**src/rtl/issue_scoreboard.sv**
```systemverilog
// -----------------------------------------------------------------------------
// issue_scoreboard
//
// Register-dependency scoreboard for a single-issue in-order pipeline. Keeps
// one small counter of outstanding writes per GPR and decides each cycle
// whether the instruction held in decode may issue. Decode stalls on RAW
// hazards against in-flight writes and when its destination counter is
// already saturated, which would make the counter wrap. Write-back retirements
// release entries. A flush clears all tracking state.
//
// Optional feature:
//   SCOREBOARD_BYPASS_EN  When defined, a register whose last outstanding write
//                         retires this cycle is no longer treated as pending,
//                         so a dependent instruction issues in the same cycle.
//                         This needs a write-through register file. The rd
//                         overflow check frees one slot in the same way.
//
// Ports:
//   clk, rst                    clock, synchronous active-high reset
//   id_valid / id_ready         decode handshake; issue = id_valid & id_ready
//   id_rs1/_used, id_rs2/_used  source operands of the decode instruction
//   id_rd / id_rd_we            destination of the decode instruction
//   wb_valid, wb_rd, wb_we      write-back retirement
//   flush                       clear all counters; blocks issue this cycle
//   busy                        bit i set while register i has writes in flight
//   stall_cycles                saturating count of cycles with id_valid & !id_ready
//   err                         sticky: retirement of a register with no write in flight
// -----------------------------------------------------------------------------
module issue_scoreboard #(
  parameter int NUM_REGS = 32,
  parameter int CNT_W    = 2,
  parameter int STALL_W  = 16
) (
  input  logic                clk,
  input  logic                rst,
  input  logic                id_valid,
  output logic                id_ready,
  input  logic [4:0]          id_rs1,
  input  logic                id_rs1_used,
  input  logic [4:0]          id_rs2,
  input  logic                id_rs2_used,
  input  logic [4:0]          id_rd,
  input  logic                id_rd_we,
  input  logic                wb_valid,
  input  logic [4:0]          wb_rd,
  input  logic                wb_we,
  input  logic                flush,
  output logic [NUM_REGS-1:0] busy,
  output logic [STALL_W-1:0]  stall_cycles,
  output logic                err
);

  localparam int               REG_W   = 5;
  localparam logic [CNT_W-1:0] CNT_MAX = '1;

`ifdef SCOREBOARD_BYPASS_EN
  localparam bit BYPASS = 1'b1;
`else
  localparam bit BYPASS = 1'b0;
`endif

  logic [CNT_W-1:0]    cnt     [NUM_REGS];
  logic [CNT_W-1:0]    cnt_nxt [NUM_REGS];
  logic [NUM_REGS-1:0] retire;   // write-back targets register i this cycle
  logic [NUM_REGS-1:0] pend;     // register i still has a write in flight
  logic [NUM_REGS-1:0] full;     // register i cannot take another write
  logic                hazard;
  logic                issue;
  logic                spurious_wb;

  // Per-register views of the current state and the write-back port.
  // NOTE: every variable assigned in a combinational block gets a value on
  // every path. A path that misses an assignment infers a latch.
  always_comb begin
    retire = '0;
    pend   = '0;
    full   = '0;
    for (int i = 1; i < NUM_REGS; i++) begin
      retire[i] = wb_valid & wb_we & (wb_rd == REG_W'(i));
      pend[i]   = (cnt[i] != '0) &
                  !(BYPASS & (cnt[i] == CNT_W'(1)) & retire[i]);
      full[i]   = (cnt[i] == CNT_MAX) & !(BYPASS & retire[i]);
    end
  end

  // x0 has bit 0 cleared in both pend and full, so x0 never causes a stall.
  assign hazard = (id_rs1_used & pend[id_rs1]) |
                  (id_rs2_used & pend[id_rs2]) |
                  (id_rd_we    & full[id_rd]);

  assign id_ready    = !rst & !flush & !hazard;
  assign issue       = id_valid & id_ready;
  assign spurious_wb = wb_valid & wb_we & (wb_rd != '0) & (cnt[wb_rd] == '0);

  // Next counter values. Issue and retire of the same register in one cycle
  // cancel out. A retire of an idle counter is an error, not an underflow.
  always_comb begin
    for (int i = 0; i < NUM_REGS; i++) begin
      cnt_nxt[i] = cnt[i];
      if (i == 0 || flush) begin
        cnt_nxt[i] = '0;
      end else begin
        case ({issue & id_rd_we & (id_rd == REG_W'(i)),
               retire[i] & (cnt[i] != '0)})
          2'b10:   cnt_nxt[i] = cnt[i] + CNT_W'(1);
          2'b01:   cnt_nxt[i] = cnt[i] - CNT_W'(1);
          default: cnt_nxt[i] = cnt[i];
        endcase
      end
    end
  end

  // NOTE: state updates use non-blocking assignments. Every register then
  // samples values from before the edge, whatever order the statements run in.
  always_ff @(posedge clk) begin
    if (rst) begin
      // NOTE: the counter array is a small set of flops and not a RAM, so it
      // is cleared on reset together with the rest of the state.
      for (int i = 0; i < NUM_REGS; i++) cnt[i] <= '0;
      stall_cycles <= '0;
      err          <= 1'b0;
    end else begin
      for (int i = 0; i < NUM_REGS; i++) cnt[i] <= cnt_nxt[i];
      if (id_valid && !id_ready && stall_cycles != '1)
        stall_cycles <= stall_cycles + STALL_W'(1);
      if (spurious_wb)
        err <= 1'b1;
    end
  end

  always_comb begin
    busy = '0;
    for (int i = 1; i < NUM_REGS; i++) busy[i] = (cnt[i] != '0);
  end

endmodule

```
**config.mk**
```make
export PLATFORM = sky130hd
export DESIGN_NAME = issue_scoreboard
export DESIGN_NICKNAME = d
export VERILOG_FILES = /design/src/rtl/issue_scoreboard.sv
export SDC_FILE = /design/constraint.sdc
export NUM_CORES = 1
export LEC_CHECK = 0
export BUFFER_PORTS_ARGS = -buffer_cell sky130_fd_sc_hd__buf_2
export CORE_ASPECT_RATIO = 0.9
export CORE_MARGIN = 1
export CORE_UTILIZATION = 30
export CTS_CLUSTER_DIAMETER = 150
export CTS_CLUSTER_SIZE = 14
export DETAILED_ROUTE_END_ITERATION = 10
export GPL_TIMING_DRIVEN = 0
export RECOVER_POWER = 100
export SYNTH_ARGS = -nofsm -noshare
export SYNTH_HDL_FRONTEND = slang
export SYNTH_SLANG_ARGS = --single-unit
```
**constraint.sdc**
```tcl
create_clock -name clk -period 3.82 [get_ports clk]
set_input_delay 0.764 -clock clk [delete_from_list [all_inputs] [get_ports clk]]
set_output_delay 0.764 -clock clk [all_outputs]
set_load 0.02 [all_outputs]
```
# ---- After elaboration in Yosys (flattened, before gate mapping)
# Memories as Yosys holds them, arrays and structs flattened.
# Cells that the tools add are included.
dict set report word_totals {
  register_bits 17
  n_memories 1
  ramBits 64
  output_inout_bits 50
  word_cells 504
  input_bits 29
}
dict set report op_classes {
  add_sub_neg 63
  reduce_logical 39
  n_lt_le_gt_ge 3
  bitwise_logic 137
  n_mux 103
  n_eq_ne 156
}
# name words width rd rd_ports_with_merged_regs wr line
set mem_list {}
lappend mem_list {cnt 32 2 32 0 32 62} ;# logic [CNT_W-1:0] cnt [NUM_REGS];
# operator n
set op_table {}
lappend op_table {{equality test 5 bit, second input constant} 32}
lappend op_table {{two-way mux 2 bit} 63}
lappend op_table {{equality test 2 bit, second input constant} 62}
lappend op_table {{one-hot mux 2 bit (2 select lines)} 31}
lappend op_table {{bitwise AND 1 bit} 103}
lappend op_table {{equality test 5 x 4 -> 1 bit, second input constant} 16}
lappend op_table {{adder 2 x 1 -> 2 bit, second input constant} 31}
lappend op_table {{equality test 2 x 1 -> 1 bit, second input constant} 31}
lappend op_table {{nonzero test 2 bit} 31}
lappend op_table {{subtractor 2 x 1 -> 2 bit, second input constant} 31}
lappend op_table {{equality test 5 x 3 -> 1 bit, second input constant} 8}
lappend op_table {{bitwise OR 1 bit} 34}
lappend op_table {{equality test 5 x 2 -> 1 bit, second input constant} 4}
lappend op_table {{< comparator 5 x 6 -> 1 bit, second input constant} 3}
lappend op_table {{adder 16 x 1 -> 16 bit, second input constant} 1}
lappend op_table {{inequality test 16 bit, second input constant} 1}
lappend op_table {{binary-select mux 1 bit (select 5 bit)} 3}
lappend op_table {{equality test 5 x 1 -> 1 bit, second input constant} 2}
lappend op_table {{two-way mux 1 bit} 6}
lappend op_table {{nonzero test 5 bit} 1}
lappend op_table {{logical NOT 1 bit} 4}
lappend op_table {{logical AND 1 bit} 2}
lappend op_table {{logical NOT 2 bit} 1}

# ---- Logic depth before layout (Yosys ltp)
# An unclocked memory read counts as a cell.
dict set report depth {
  ltp_word 16
  depth_mapped 16
}

# ---- Least setup slack after synthesis
# Ideal clock, no wire load.
dict set report synth_timing {
  kind {input to register}
  start {input id_rd[1]}
  end {memory cnt[18][1]}
  setup_slack_ns 0.069
  arrival_ns 3.680
  path_buffers 4
  stages 14
  path_cell_list {buf_2 > clkbuf_1 > nor4_1 > nor4_1 > a31o_2 > a2111o_1 > nor3_2 > and4_1 > clkbuf_1 > buf_4 > nand3_1 > ha_1 > or3_1 > a21oi_1}
}
# item line
set synth_lines {}
lappend synth_lines {{start: declaration} 42} ;# input logic [4:0] id_rd,
lappend synth_lines {{end: declaration} 62}

# ---- Final worst setup path
dict set report layout_timing {
  start {input id_rd[1]}
  end {output id_ready}
}
dict set report layout_between {
  elab_chain_len 6
}
# item line
set layout_lines {}
lappend layout_lines {{binary-select mux 1 bit (select 5 bit)} 89} ;# (id_rd_we & full[id_rd]);
lappend layout_lines {{two-way mux 1 bit (not written as such)} 89}
lappend layout_lines {{bitwise AND 1 bit} 89}
lappend layout_lines {{bitwise OR 1 bit} 88} ;# (id_rs2_used & pend[id_rs2]) |
lappend layout_lines {{logical NOT 1 bit} 91} ;# assign id_ready = !rst & !flush & !hazard;
lappend layout_lines {{bitwise AND 1 bit} 91}
lappend layout_lines {{end: declaration} 37} ;# output logic id_ready,
# Every way passes these cells. The select of a mux whose other input is x is not followed.

==> reports/summary.txt <==
================================================================================
Number of endpoints with negative hold slack in the final report               0
Area grow syn2layout                                                       17.7%
Effective utilization at floorplan                                         0.310
Area of the die                                                      19800 sq um
Top-Level Pins                                                                79
Cells taking the most area after synthesis                          sky130_fd_sc_hd__dfxtp_1, sky130_fd_sc_hd__mux4_2, sky130_fd_sc_hd__ha_1
Simple-gate share of the synthesized area                                  0.282
Count of synthesis-stage warnings from yosys                                   0
First-pass detailed-route iteration total                                      5
Antenna violations before repair                                               2
Fraction of post-synthesis cell area in the top cell type by area          0.274
Reported max-cap violation count                                               0
Die Ht                                                                    133 um
VDD IR max                                                                189 uV
Average detailed-routed wire length per instance                         18.1 um
Worst Min Path Start                                                         err
Inserted Clock Buffers                                                         9
Chip width                                                                148 um
Sinks on Clock Net                                                            79
Number of nets in the layout                                                 868
Final Slew Violations                                                          0
Post-route setup TNS                                                        0 ns
Run status                                                          finished, final reports clean
Largest family of logic cells by synthesized area                   simple AND/OR/NAND/NOR gates
Peak Freq                                                                265 MHz
XOR/XNOR share of the synthesized area                                    0.0942
Clock network latency to the later pin of the worst-skew pair            0.35 ns
Core area                                                            18600 sq um
Nature of the critical path startpoint                              primary input
Most area-hungry cell type in the Yosys netlist                     sky130_fd_sc_hd__dfxtp_1
Root Buffer                                                         sky130_fd_sc_hd__clkbuf_16
Initial DRC Count                                                            531
Cell types with the highest counts after synthesis                  sky130_fd_sc_hd__nor2_1, sky130_fd_sc_hd__dfxtp_1, sky130_fd_sc_hd__a21oi_1, sky130_fd_sc_hd__nor3_1, sky130_fd_sc_hd__nand2_1
Routability congestion estimate from global placement                      0.963
Mapped cell area                                                      5760 sq um
Half-perimeter wire length after placement                              14000 um
Clock tree from TritonCTS                                                   done
Share of layout cells above drive strength 1                               0.133
Worst endpoint data arrival time                                         3.01 ns
Total wirelength of the detailed-routed design                          19200 um
Sequential cell area fraction in the yosys report                          0.274
Path category of the worst min-delay check                               reg2reg
Endpoint type of the worst setup path                               primary output
Critical path required time                                              3.06 ns
Main synth FF type                                                  sky130_fd_sc_hd__dfxtp_1
Startpoint of the most critical register-to-register path             cnt[21][0]
Final instance area                                                   6780 sq um
Remaining Overflow, GRT                                                        0
Worst slew pin tran                                                     0.834 ns
Static leakage                                                        0.00234 uW
Via count of the first global-routing pass                                  5381
Instance count of the mapped netlist                                         721
Clock transition at the registers of the reported paths                  0.06 ns
Global-route wire length before repair                                  29600 um
Final setup violating endpoints                                                0
Mux share of post-synthesis cell area                                      0.107
Final Critical Period                                                    3.77 ns
All-layer global routing usage                                             0.196
Via count of the routed design                                              5822
Count of nets left with antenna violations after detail routing                0
Slew margin rel.                                                           0.440
Number of buffers inserted by hold repair at cts                               0
PortBufs                                                                      70
Power density over cell area                                         286 nW/um^2
Adder-cell share of the synthesized area                                  0.0695
Number of H-tree levels                                                        3
Crit path from                                                          id_rd[1]
Pin count of the biggest net entering global routing                          14
Via-per-instance ratio                                                      5.50
Setup skew after layout                                                0.0118 ns
Number of flip-flops and latches in the synthesized netlist                   79
FP Rows                                                                       47
Number of synthesized flops with an enable pin                                 0
Cell Area, Placed                                                     6420 sq um
CP Max Fanout                                                                 10
Maximum count of clock buffers along a single path                             2
Most frequent cell after synthesis                                  sky130_fd_sc_hd__nor2_1
Post-route clock period utilization                                        0.987
Synth Area in Compound Gates                                               0.116
Detailed-route DRC error count                                                 0
Number of distinct library cells after synthesis                              63
Start-to-end type of the worst setup path                                 in2out
Average instance area after synthesis                                 7.99 sq um
Power consumption                                                        1940 uW
Number of fill cells                                                        1991
Post-synth ARST share                                                          0
Post-Syn Nets                                                                782
================================================================================
worst max-delay path, cell delays in order:
cell and delay [ns]:
sky130_fd_sc_hd__buf_2 0.19, sky130_fd_sc_hd__nand4_1 0.18, sky130_fd_sc_hd__clkbuf_1 0.19, sky130_fd_sc_hd__a21oi_1 0.07, sky130_fd_sc_hd__or4b_1 0.61, sky130_fd_sc_hd__nor4_2 0.37
sky130_fd_sc_hd__a2111o_1 0.18, sky130_fd_sc_hd__nor3_4 0.07, sky130_fd_sc_hd__buf_4 0.21, sky130_fd_sc_hd__buf_2 0.16
cells by family after synthesis:
| logic type | count (synthesis) |
|---|---|
| and+or+nand+nor | 321 |
| AOI/OAI and AO/OA | 114 |
| DFF | 79 |
| buffers and inverters | 77 |
| xor gates and xnor gates | 62 |
| muxes | 35 |
| adders and majority gates | 32 |
| other | 1 |
routing by layer:
metal / share of wire / vias to the layer above / wire, um / track usage
li1: - / 2752 / - / -
met1: 0.45 / 2749 / 8560 / 0.270
met2: 0.43 / 274 / 8250 / 0.293
met3: 0.10 / 47 / 1920 / 0.0575
met4: 0.025 / 0 / 475 / 0.0624
met5: 0 / - / 0 / 0
flip-flops by register name (all words and copies together), names as in the netlist:
name,count
cnt,62
err,1
stall_cycles,16
stage by stage:
stage | cells | setup slack, ns | utilization | hold slack (ns)
2_1_floorplan | 721 | 0.0691 | - | 0.467
3_3_place_gp | 1036 | -0.980 | 0.345 | 0.453
3_5_place_dp | 1036 | -1.00 | 0.345 | 0.463
4_1_cts | 1055 | 0.0105 | 0.366 | 0.479
5_1_grt | 1057 | -0.0150 | 0.365 | 0.530
6_report | 1059 | 0.0486 | 0.365 | 0.476
power breakdown:
| part | switching [uW] | internal, uW | leakage [uW] |
|---|---|---|---|
| registers | 4.61 | 827 | 0.000637 |
| logic | 143 | 70.8 | 0.00157 |
| clock network | 387 | 505 | 0.000142 |
| total | 534 | 1400 | 0.00234 |
cells in the final DEF, fill, tap and decap left out, types with 9 or more instances in the layout:
cell type / n
sky130_fd_sc_hd__o21ai_0: 33
sky130_fd_sc_hd__a21oi_1: 52
sky130_fd_sc_hd__nor2_1: 85
sky130_fd_sc_hd__nand2b_1: 11
sky130_fd_sc_hd__nand2_1: 42
sky130_fd_sc_hd__clkbuf_1: 70
sky130_fd_sc_hd__mux4_2: 19
sky130_fd_sc_hd__dfxtp_1: 79
sky130_fd_sc_hd__mux2_2: 11
sky130_fd_sc_hd__ha_1: 32
sky130_fd_sc_hd__buf_2: 26
sky130_fd_sc_hd__nor4_1: 10
sky130_fd_sc_hd__inv_1: 37
sky130_fd_sc_hd__nor3_1: 46
sky130_fd_sc_hd__or3_1: 33
sky130_fd_sc_hd__xnor2_1: 31
sky130_fd_sc_hd__nand3_1: 39
sky130_fd_sc_hd__xor2_1: 31
sky130_fd_sc_hd__nor2b_1: 14
sky130_fd_sc_hd__clkbuf_16: 9
timing repair:
| action | CTS | global route |
|---|---|---|
| resized for setup | 22 | 13 |
| buffers inserted | 4 | 3 |
| pin swaps | 4 | 4 |
| setup endpoints to repair | 60 | 30 |
area by class of cell:
class,instances,area (sq um),area share
clock inverter,6,61.3,0.00904
timing repair buffer,77,338,0.0498
antenna,2,5.00,0.000738
multi-input combinational,565,3910,0.577
sequential,79,1580,0.233
tap,245,307,0.0452
buffer,37,205,0.0303
inverter,38,145,0.0214
clock buffer,10,229,0.0338
path summary, 6_finish.rpt:
kind | to | cells after the start | slack [ns]
min | err | 2 | 0.48
min reg2reg | err | 2 | 0.48
max | id_ready | 10 | 0.05
max reg2reg | cnt[2][1] | 12 | 0.25
Power figures use the tool's default switching activity.
